## src/rtl/pc_fetch_ctrl.sv

```systemverilog
// rtl/pc_fetch_ctrl.sv - RV32I program counter and instruction fetch sequencer
// Optional feature: define MISALIGN_TRAP_EN to trap on a misaligned next PC.
module pc_fetch_ctrl #(
  parameter int               WIDTH    = 32,
  parameter logic [WIDTH-1:0] RESET_PC = '0
) (
  input  logic             clk,
  input  logic             rst_n,
  input  logic             en,
  input  logic             stall,
  input  logic             PCsrc,
  input  logic [WIDTH-1:0] ImmOp,
  input  logic             imem_ack,
  output logic             imem_req,
  output logic [WIDTH-1:0] imem_addr,
  output logic             instr_valid,
  output logic [WIDTH-1:0] PC,
  output logic             redirect_pending,
  output logic             trap
);

  typedef enum logic [1:0] {
    S_IDLE = 2'd0,
    S_REQ  = 2'd1,
    S_HOLD = 2'd2
  } state_t;

  state_t           state_q, state_d;
  logic [WIDTH-1:0] pc_q;
  logic [WIDTH-1:0] target_q;
  logic [WIDTH-1:0] branch_pc;
  logic [WIDTH-1:0] next_pc;
  logic             pending_q;
  logic             valid_q;
  logic             pc_update;

  // The PC moves only on an unstalled ack or on leaving HOLD.
  assign pc_update = ((state_q == S_REQ) && imem_ack && !stall) ||
                     ((state_q == S_HOLD) && !stall);

  // Branch target and next-PC selection: live branch beats a captured one.
  always_comb begin
    branch_pc = pc_q + ImmOp;
    next_pc   = pc_q + WIDTH'(4);
    if (PCsrc) begin
      next_pc = branch_pc;
    end else if (pending_q) begin
      next_pc = target_q;
    end
  end

`ifdef MISALIGN_TRAP_EN
  logic trap_q;
  logic misaligned;

  assign misaligned = pc_update && (next_pc[1:0] != 2'b00);
  assign trap       = trap_q;

  // Sticky trap flag, set by loading a misaligned PC.
  always_ff @(posedge clk or negedge rst_n) begin
    if (!rst_n) begin
      trap_q <= 1'b0;
    end else if (misaligned) begin
      trap_q <= 1'b1;
    end
  end
`else
  assign trap = 1'b0;
`endif

  // Next-state logic for the fetch handshake.
  always_comb begin
    state_d = state_q;
    case (state_q)
      S_IDLE: if (en) state_d = S_REQ;
      S_REQ: begin
        if (imem_ack) begin
          if (stall) begin
            state_d = S_HOLD;
          end else if (!en) begin
            state_d = S_IDLE;
          end
        end
      end
      S_HOLD: if (!stall) state_d = en ? S_REQ : S_IDLE;
      default: state_d = S_IDLE;
    endcase
`ifdef MISALIGN_TRAP_EN
    // A trapped fetcher parks for good until reset.
    if (misaligned || trap_q) begin
      state_d = S_IDLE;
    end
`endif
  end

  // State, PC, redirect capture and fetch-done pulse.
  always_ff @(posedge clk or negedge rst_n) begin
    if (!rst_n) begin
      state_q   <= S_IDLE;
      pc_q      <= RESET_PC;
      target_q  <= '0;
      pending_q <= 1'b0;
      valid_q   <= 1'b0;
    end else begin
      state_q <= state_d;
      valid_q <= (state_q == S_REQ) && imem_ack;
      if (pc_update) begin
        pc_q      <= next_pc;
        pending_q <= 1'b0;
      end else if ((state_q != S_IDLE) && PCsrc) begin
        // Newest branch wins; it is applied at the next PC update.
        target_q  <= branch_pc;
        pending_q <= 1'b1;
      end
    end
  end

  assign imem_req         = (state_q == S_REQ);
  assign imem_addr        = pc_q;
  assign PC               = pc_q;
  assign instr_valid      = valid_q;
  assign redirect_pending = pending_q;

endmodule

```

## config.mk

```make
export PLATFORM = sky130hd
export DESIGN_NAME = pc_fetch_ctrl
export DESIGN_NICKNAME = d
export VERILOG_FILES = /design/src/rtl/pc_fetch_ctrl.sv
export SDC_FILE = /design/constraint.sdc
export NUM_CORES = 1
export LEC_CHECK = 0
export CAP_MARGIN = 20
export CORE_ASPECT_RATIO = 0.8
export CORE_UTILIZATION = 54
export DETAILED_ROUTE_END_ITERATION = 8
export HOLD_SLACK_MARGIN = 0.15
export MAX_ROUTING_LAYER = met4
export PLACE_DENSITY = 0.92
export SLEW_MARGIN = 5
export SYNTH_ARGS = -nofsm -noshare
export SYNTH_HDL_FRONTEND = slang
export SYNTH_SLANG_ARGS = --single-unit
```

## constraint.sdc

```tcl
create_clock -name clk -period 3.7 [get_ports clk]
set_clock_uncertainty 0.2 [all_clocks]
set_input_delay 0.74 -clock clk [delete_from_list [all_inputs] [get_ports clk]]
set_output_delay 0.74 -clock clk [all_outputs]
set_load 0.005 [all_outputs]
```

==> out/qor.yml, run 1 <==
cts-htree-levels: 3
fin_area_um2: 7260
synth_ff_type: "dfrtp_1"
setup_viol: 0
antenna_left: 0
clkTransAtPathRegs_ps: 60
gp_congestion: 0.953
p_int_uw: 3700
p_switching_uw: 2840
n_antenna_cell: 0
fp.coreArea_um2: 9850
routed_wl_um: 18000
netlist.area_leader.share_pct: 30.5
rsz0062_at_grt: "false"
dp_hpwl_um: 12200
drv_slew: 0
antenna_found_initial: 0
period_share_pct: 95.7
crit_path_max_incr_delay_ps: 480
die_area_um2: 10700
remaining_drc_errors: 0
crit_path_end_kind: "flip-flop"
critPathTopFamily: "compound AO/OA/AOI/OAI gates"
rows: 32
slew_headroom_pct: 42.3
cp_cell_sequence: "clkdlybuf4s50_1 > ha_2 > a2111oi_4 > a2111oi_4 > o41ai_2 > buf_4 > a21oi_1 > o21ai_1 > a21oi_1 > or3_1 > nand3_1 > or3b_1"
yosys_warnings: 0
whs_endpoint: "target_q[15]"
r2r-end: "target_q[28]"
tightest_slew_ps: 866
synth_most_common_cell: "nand2_1"
routedWlPerCell_um: 19.0
cts_tree: "built"
synth_cells: 706
insertion_delay_ps: 350
worst-r2r-cell-count: 12
syn_nets: 777
crit_required_ps: 3720
hold_violations: 0
drt_iter0_markers: 607
worstHoldPathCells: 2
power_frac_clock_pct: 14.7
drtPass1Iterations: 5
cp_data_arrival_time_ps: 3560
p_sw_share_pct: 43.4
cts.root.buffer_cell: "clkbuf_16"
grt_max_degree: 43
seq_power_share_pct: 24.3
hold_ws_ps: 276
crit_fanout: 6
synthTopCellsByArea: "dfrtp_1, nand2_1, ha_1"
areaGrowthSynthToFinish_pct: 30.0
yosysSeqAreaShare_pct: 30.5
cts_made_buffers: 9
ys_ff_latch: 68
grt_pass1_vias: 5976
total_power_uw: 6540
path_buf_inv: 2
holdCritStartpoint: "target_q[15]"
cap_violations: 0
setup_tns_ps: 0
grt_pass1_wl_um: 28600
grt_overflow: 0
synth_commonest_cells: "nand2_1, dfrtp_1, a21oi_1"
slowest_stage: "clkdlybuf4s50_1"
finalCoreUtilization_pct: 73.7
yosysTopAreaCell: "dfrtp_1"
comb_power_share_pct: 61.0
vias_per_cell: 6.32
reg2reg_from: "PC[0]"
total_leakage_power_uw: 0.00322
die_w_um: 116
die_h_um: 92.9
synth_cell_types: 70
start_util_pct: 56.7
io_buffers: 104
status: "complete, no violations"
irDropWorstVdd_mv: 0.460
clkSinkCount: 68
synth-edff-count: 0
grt_use_total_pct: 35.4
crit_path_start: "ImmOp[6]"
synth_area_per_cell_um2: 7.90
regToRegSetupSlack_ps: 370
period_needed_ps: 3540
clock_path_buffers: 2
netlist_area_um2: 5580
fmax_mhz: 282
worst_hold_path_type: "flip-flop to flip-flop"
fin_nets: 879
layout-drive-gt1-share_pct: 13.0
vias: 5994
placed_cell_area_um2: 6800
worstSetupPathType: "input port to flip-flop"
async_flop_share_pct: 100
num_io_pins: 106
start_kind: "input port"
power_density_nw_per_um2: 901
==> registers in the layout, indices dropped and copies added, names as in the netlist <==
name              flops
redirect_pending      1
instr_valid           1
target_q             32
state_q               2
PC                   32
==> worst max path at each step <==
| stage | to | cells after the start | slack [ps] |
|---|---|---|---|
| 6_report | PC[31] | 12 | 160 |
| 5_1_grt | PC[29] | 12 | 50 |
| 4_1_cts | target_q[28] | 13 | 20 |
| 3_5_place_dp | target_q[28] | 12 | -540 |
| 3_3_place_gp | target_q[28] | 12 | -450 |
| 2_1_floorplan | target_q[28] | 11 | 230 |
==> layout make-up <==
cell class,count,area (µm²)
multi-input cells,556,3530
fillers,726,2590
flip-flops and latches,68,1700
repair buffers,162,1490
clock buffers,10,239
well taps,136,170
clock inverters,6,87.6
inverters,11,41.3
==> what timing repair did <==
action	CTS	global route
hold buffers	0	0
endpoints found under the setup margin	6	14
hold endpoints to repair	0	0
pin swaps	2	11
setup buffers	1	3
gates resized for setup	2	14
==> metal layers <==
metal / part of all wire (%) / vias up / track usage [%]
met5: 0 / - / -
met4: 3.6 / 0 / 19.3
met3: 10 / 86 / 5.63
met2: 47 / 411 / 55.1
met1: 39 / 2798 / 44.0
li1: - / 2699 / -
==> power groups by stage <==
stage | Clock, µW | Sequential (µW) | Combinational [µW]
final | 960 | 1590 | 3990
after global routing | 996 | 1640 | 4320
after CTS | 961 | 1570 | 3770
after detailed placement | 0 | 1570 | 3710
after global placement | 0 | 1540 | 3550
after floorplan | 0 | 1450 | 2370
==> kinds of logic after synthesis <==
group / after synthesis / share of synthesized area [%]
AOI/OAI and AO/OA: 223 / 25.0
xor gates and xnor gates: 42 / 6.84
adders and majority gates: 33 / 7.53
buffers and inverters: 82 / 7.96
DFF: 68 / 30.5
muxes: 8 / 1.50
other: 1 / 0.0672
and+or+nand+nor: 249 / 20.7
==> metrics by stage <==
| step | setup WS (ps) | cells |
|---|---|---|
| 4_1_cts | 18.4 | 946 |
| 6_report | 160 | 949 |
| 3_5_place_dp | -538 | 929 |
| 2_1_floorplan | 225 | 706 |
| 3_3_place_gp | -451 | 929 |
| 5_1_grt | 54.2 | 949 |
==> worst register-to-register path: cells and delay by family (launching register included) <==
family / cells / cell delay (ps)
XOR/XNOR: 1 / 150
buffers and inverters: 1 / 170
multiplexers: 1 / 260
AND/OR/NAND/NOR: 1 / 270
flip-flops: 1 / 450
AO/OA/AOI/OAI: 6 / 1050
adder cells (fa/ha/maj): 2 / 640
==> placed cells by master (no fill, tap or decap), types with 5 or more instances in the layout <==
cell,Yosys,routed
nand2_1,121,121
clkdlybuf4s50_1,1,102
dfrtp_1,68,68
a21oi_1,65,64
o21ai_0,58,58
buf_4,34,57
nor2_1,52,52
ha_1,32,30
a21o_1,23,23
xnor2_1,20,20
xor2_1,21,20
nand3_1,18,18
a31oi_1,12,12
inv_1,10,10
nand4_1,9,9
o21ai_1,9,9
clkbuf_16,0,9
nor3_1,8,8
and3_1,7,7
a211oi_1,7,6
o21bai_1,5,5
mux2i_1,5,5
No activity file was read; power rests on OpenSTA's default activity.
==> run 2: changes to the inputs <==
--- a/config.mk
+++ b/config.mk
@@ -8,10 +8,11 @@
 export CAP_MARGIN = 20
 export CORE_ASPECT_RATIO = 0.8
 export CORE_UTILIZATION = 54
+export CTS_CLUSTER_DIAMETER = 30
 export DETAILED_ROUTE_END_ITERATION = 8
 export HOLD_SLACK_MARGIN = 0.15
 export MAX_ROUTING_LAYER = met4
-export PLACE_DENSITY = 0.92
+export PLACE_DENSITY = 0.82
 export SLEW_MARGIN = 5
 export SYNTH_ARGS = -nofsm -noshare
 export SYNTH_HDL_FRONTEND = slang
==> run 2 against run 1 <==
- first-iteration DRC count down 5.4%
- worst setup slack got worse by 59 ps
- sequential cell count is the same
- largest power group unchanged
==> out/qor.yml, run 2 (same netlist as run 1, synthesis figures left out) <==
areaGrowthSynthToFinish_pct: 29.2
gp_congestion: 0.978
tightest_slew_ps: 918
total_leakage_power_uw: 0.00319
comb_power_share_pct: 60.9
n_antenna_cell: 0
status: "complete, no violations"
grt_overflow: 0
setup_tns_ps: 0
insertion_delay_ps: 350
grt_pass1_vias: 5499
p_switching_uw: 2690
critPathTopFamily: "compound AO/OA/AOI/OAI gates"
crit_path_start: "ImmOp[2]"
fin_nets: 882
stdcell_count: 951
die_h_um: 92.9
irDropWorstVdd_mv: 0.431
start_util_pct: 56.7
slew_headroom_pct: 38.8
vias_per_cell: 6.05
fin_area_um2: 7210
holdCritStartpoint: "target_q[4]"
setup_viol: 0
crit_path_end_kind: "flip-flop"
fp.coreArea_um2: 9850
dp.cells: 934
drt_iter0_markers: 574
hold_violations: 0
cap_violations: 0
dp_hpwl_um: 12100
clock_path_buffers: 2
top_layer: "met4"
finalWorstSetupSlack_ps: 101
antenna_left: 0
drv_slew: 0
cts.root.buffer_cell: "clkbuf_16"
power_frac_clock_pct: 14.1
cts_hold_buffers: 0
drtPass1Iterations: 5
grt_pass1_wl_um: 27200
routed_wl_um: 17100
wl_met1_um: 7340
crit_required_ps: 3720
reg2reg_from: "PC[2]"
p_int_uw: 3640
clkSinkCount: 68
seq_power_share_pct: 25.0
grt_max_degree: 69
crit_path_max_incr_delay_ps: 410
total_power_uw: 6330
die_w_um: 116
final_cell_mix: "nand2_1, clkdlybuf4s50_1, dfrtp_1"
num_io_pins: 106
slowest_stage: "clkdlybuf4s50_1"
period_share_pct: 97.3
final_common_cell: "nand2_1"
power_density_nw_per_um2: 878
p_sw_share_pct: 42.5
fmax_mhz: 278
path_buf_inv: 2
remaining_drc_errors: 0
worst_hold_path_type: "flip-flop to flip-flop"
vias: 5757
clkTransAtPathRegs_ps: 60
io_buffers: 104
cts-htree-levels: 3
cts_made_buffers: 9
cts_tree: "built"
place_ws_ps: -379
fill_cells: 796
routedWlPerCell_um: 18.0
die_area_um2: 10700
crit_fanout: 4
cp_data_arrival_time_ps: 3610
grt_use_total_pct: 33.7
met3_length_um: 1370
start_kind: "input port"
layout-drive-gt1-share_pct: 12.8
cp_cell_sequence: "clkdlybuf4s50_1 > ha_1 > o21ai_0 > nor2_1 > o41ai_1 > buf_4 > a21oi_1 > o21ai_2 > a21oi_2 > or3_1 > nand3_1 > or3b_1"
antenna_found_initial: 0
placed_cell_area_um2: 6830
rows: 32
period_needed_ps: 3600
worstSetupPathType: "input port to flip-flop"
wl_met2_um: 7920
-- run 2: layer usage --
metal / up-vias / track usage [%]
met4: 0 / 14.9
met5: - / -
met2: 302 / 53.5
li1: 2683 / -
met1: 2729 / 42.2
met3: 43 / 5.89
-- run 2: final timing paths --
| kind | end | slack (ps) | cells after the start |
|---|---|---|---|
| min reg2reg | target_q[4] | 280 | 2 |
| min | target_q[4] | 280 | 2 |
| max reg2reg | PC[31] | 420 | 11 |
| max in group asynchronous | target_q[18] | 2270 | 2 |
| max | PC[31] | 100 | 12 |
| min in group asynchronous | PC[18] | 380 | 2 |
-- run 2: worst reg2reg max path: cells and delay by family, from the launching register on --
| kind | cells | cell delay [ps] |
|---|---|---|
| buffers and inverters | 1 | 190 |
| AOI/OAI and AO/OA | 5 | 970 |
| and+or+nand+nor | 4 | 930 |
| DFF | 1 | 470 |
| adders and majority gates | 1 | 390 |
-- run 2: what timing repair did --
| item | in CTS | in global routing |
|---|---|---|
| resized for setup | 0 | 11 |
| setup endpoints to repair | 2 | 14 |
| pin swaps | 1 | 5 |
| setup buffers | 2 | 0 |
-- run 2: layout make-up --
type / count / area, µm² / area share [%]
well taps: 136 / 170 / 2.36
flip-flops and latches: 68 / 1700 / 23.6
clock inverters: 1 / 30.0 / 0.416
inverters: 11 / 41.3 / 0.573
repair buffers: 165 / 1490 / 20.7
multi-input cells: 556 / 3500 / 48.5
clock buffers: 14 / 274 / 3.80
-- run 2: power by group through the flow --
| stage | Clock, µW | Combinational [µW] | Sequential, µW |
|---|---|---|---|
| floorplan | 0 | 2370 | 1450 |
| global placement | 0 | 3600 | 1530 |
| global route | 921 | 4230 | 1630 |
| finish | 893 | 3850 | 1590 |
| detailed placement | 0 | 3700 | 1560 |
| CTS | 902 | 3750 | 1560 |
-- run 2: metrics by stage --
stage               hold WS, ps  util (%)
finish                      279      73.2
global placement            255      69.3
global route                294      73.2
floorplan                   240         -
detailed placement          266      69.3
CTS                         281      72.5
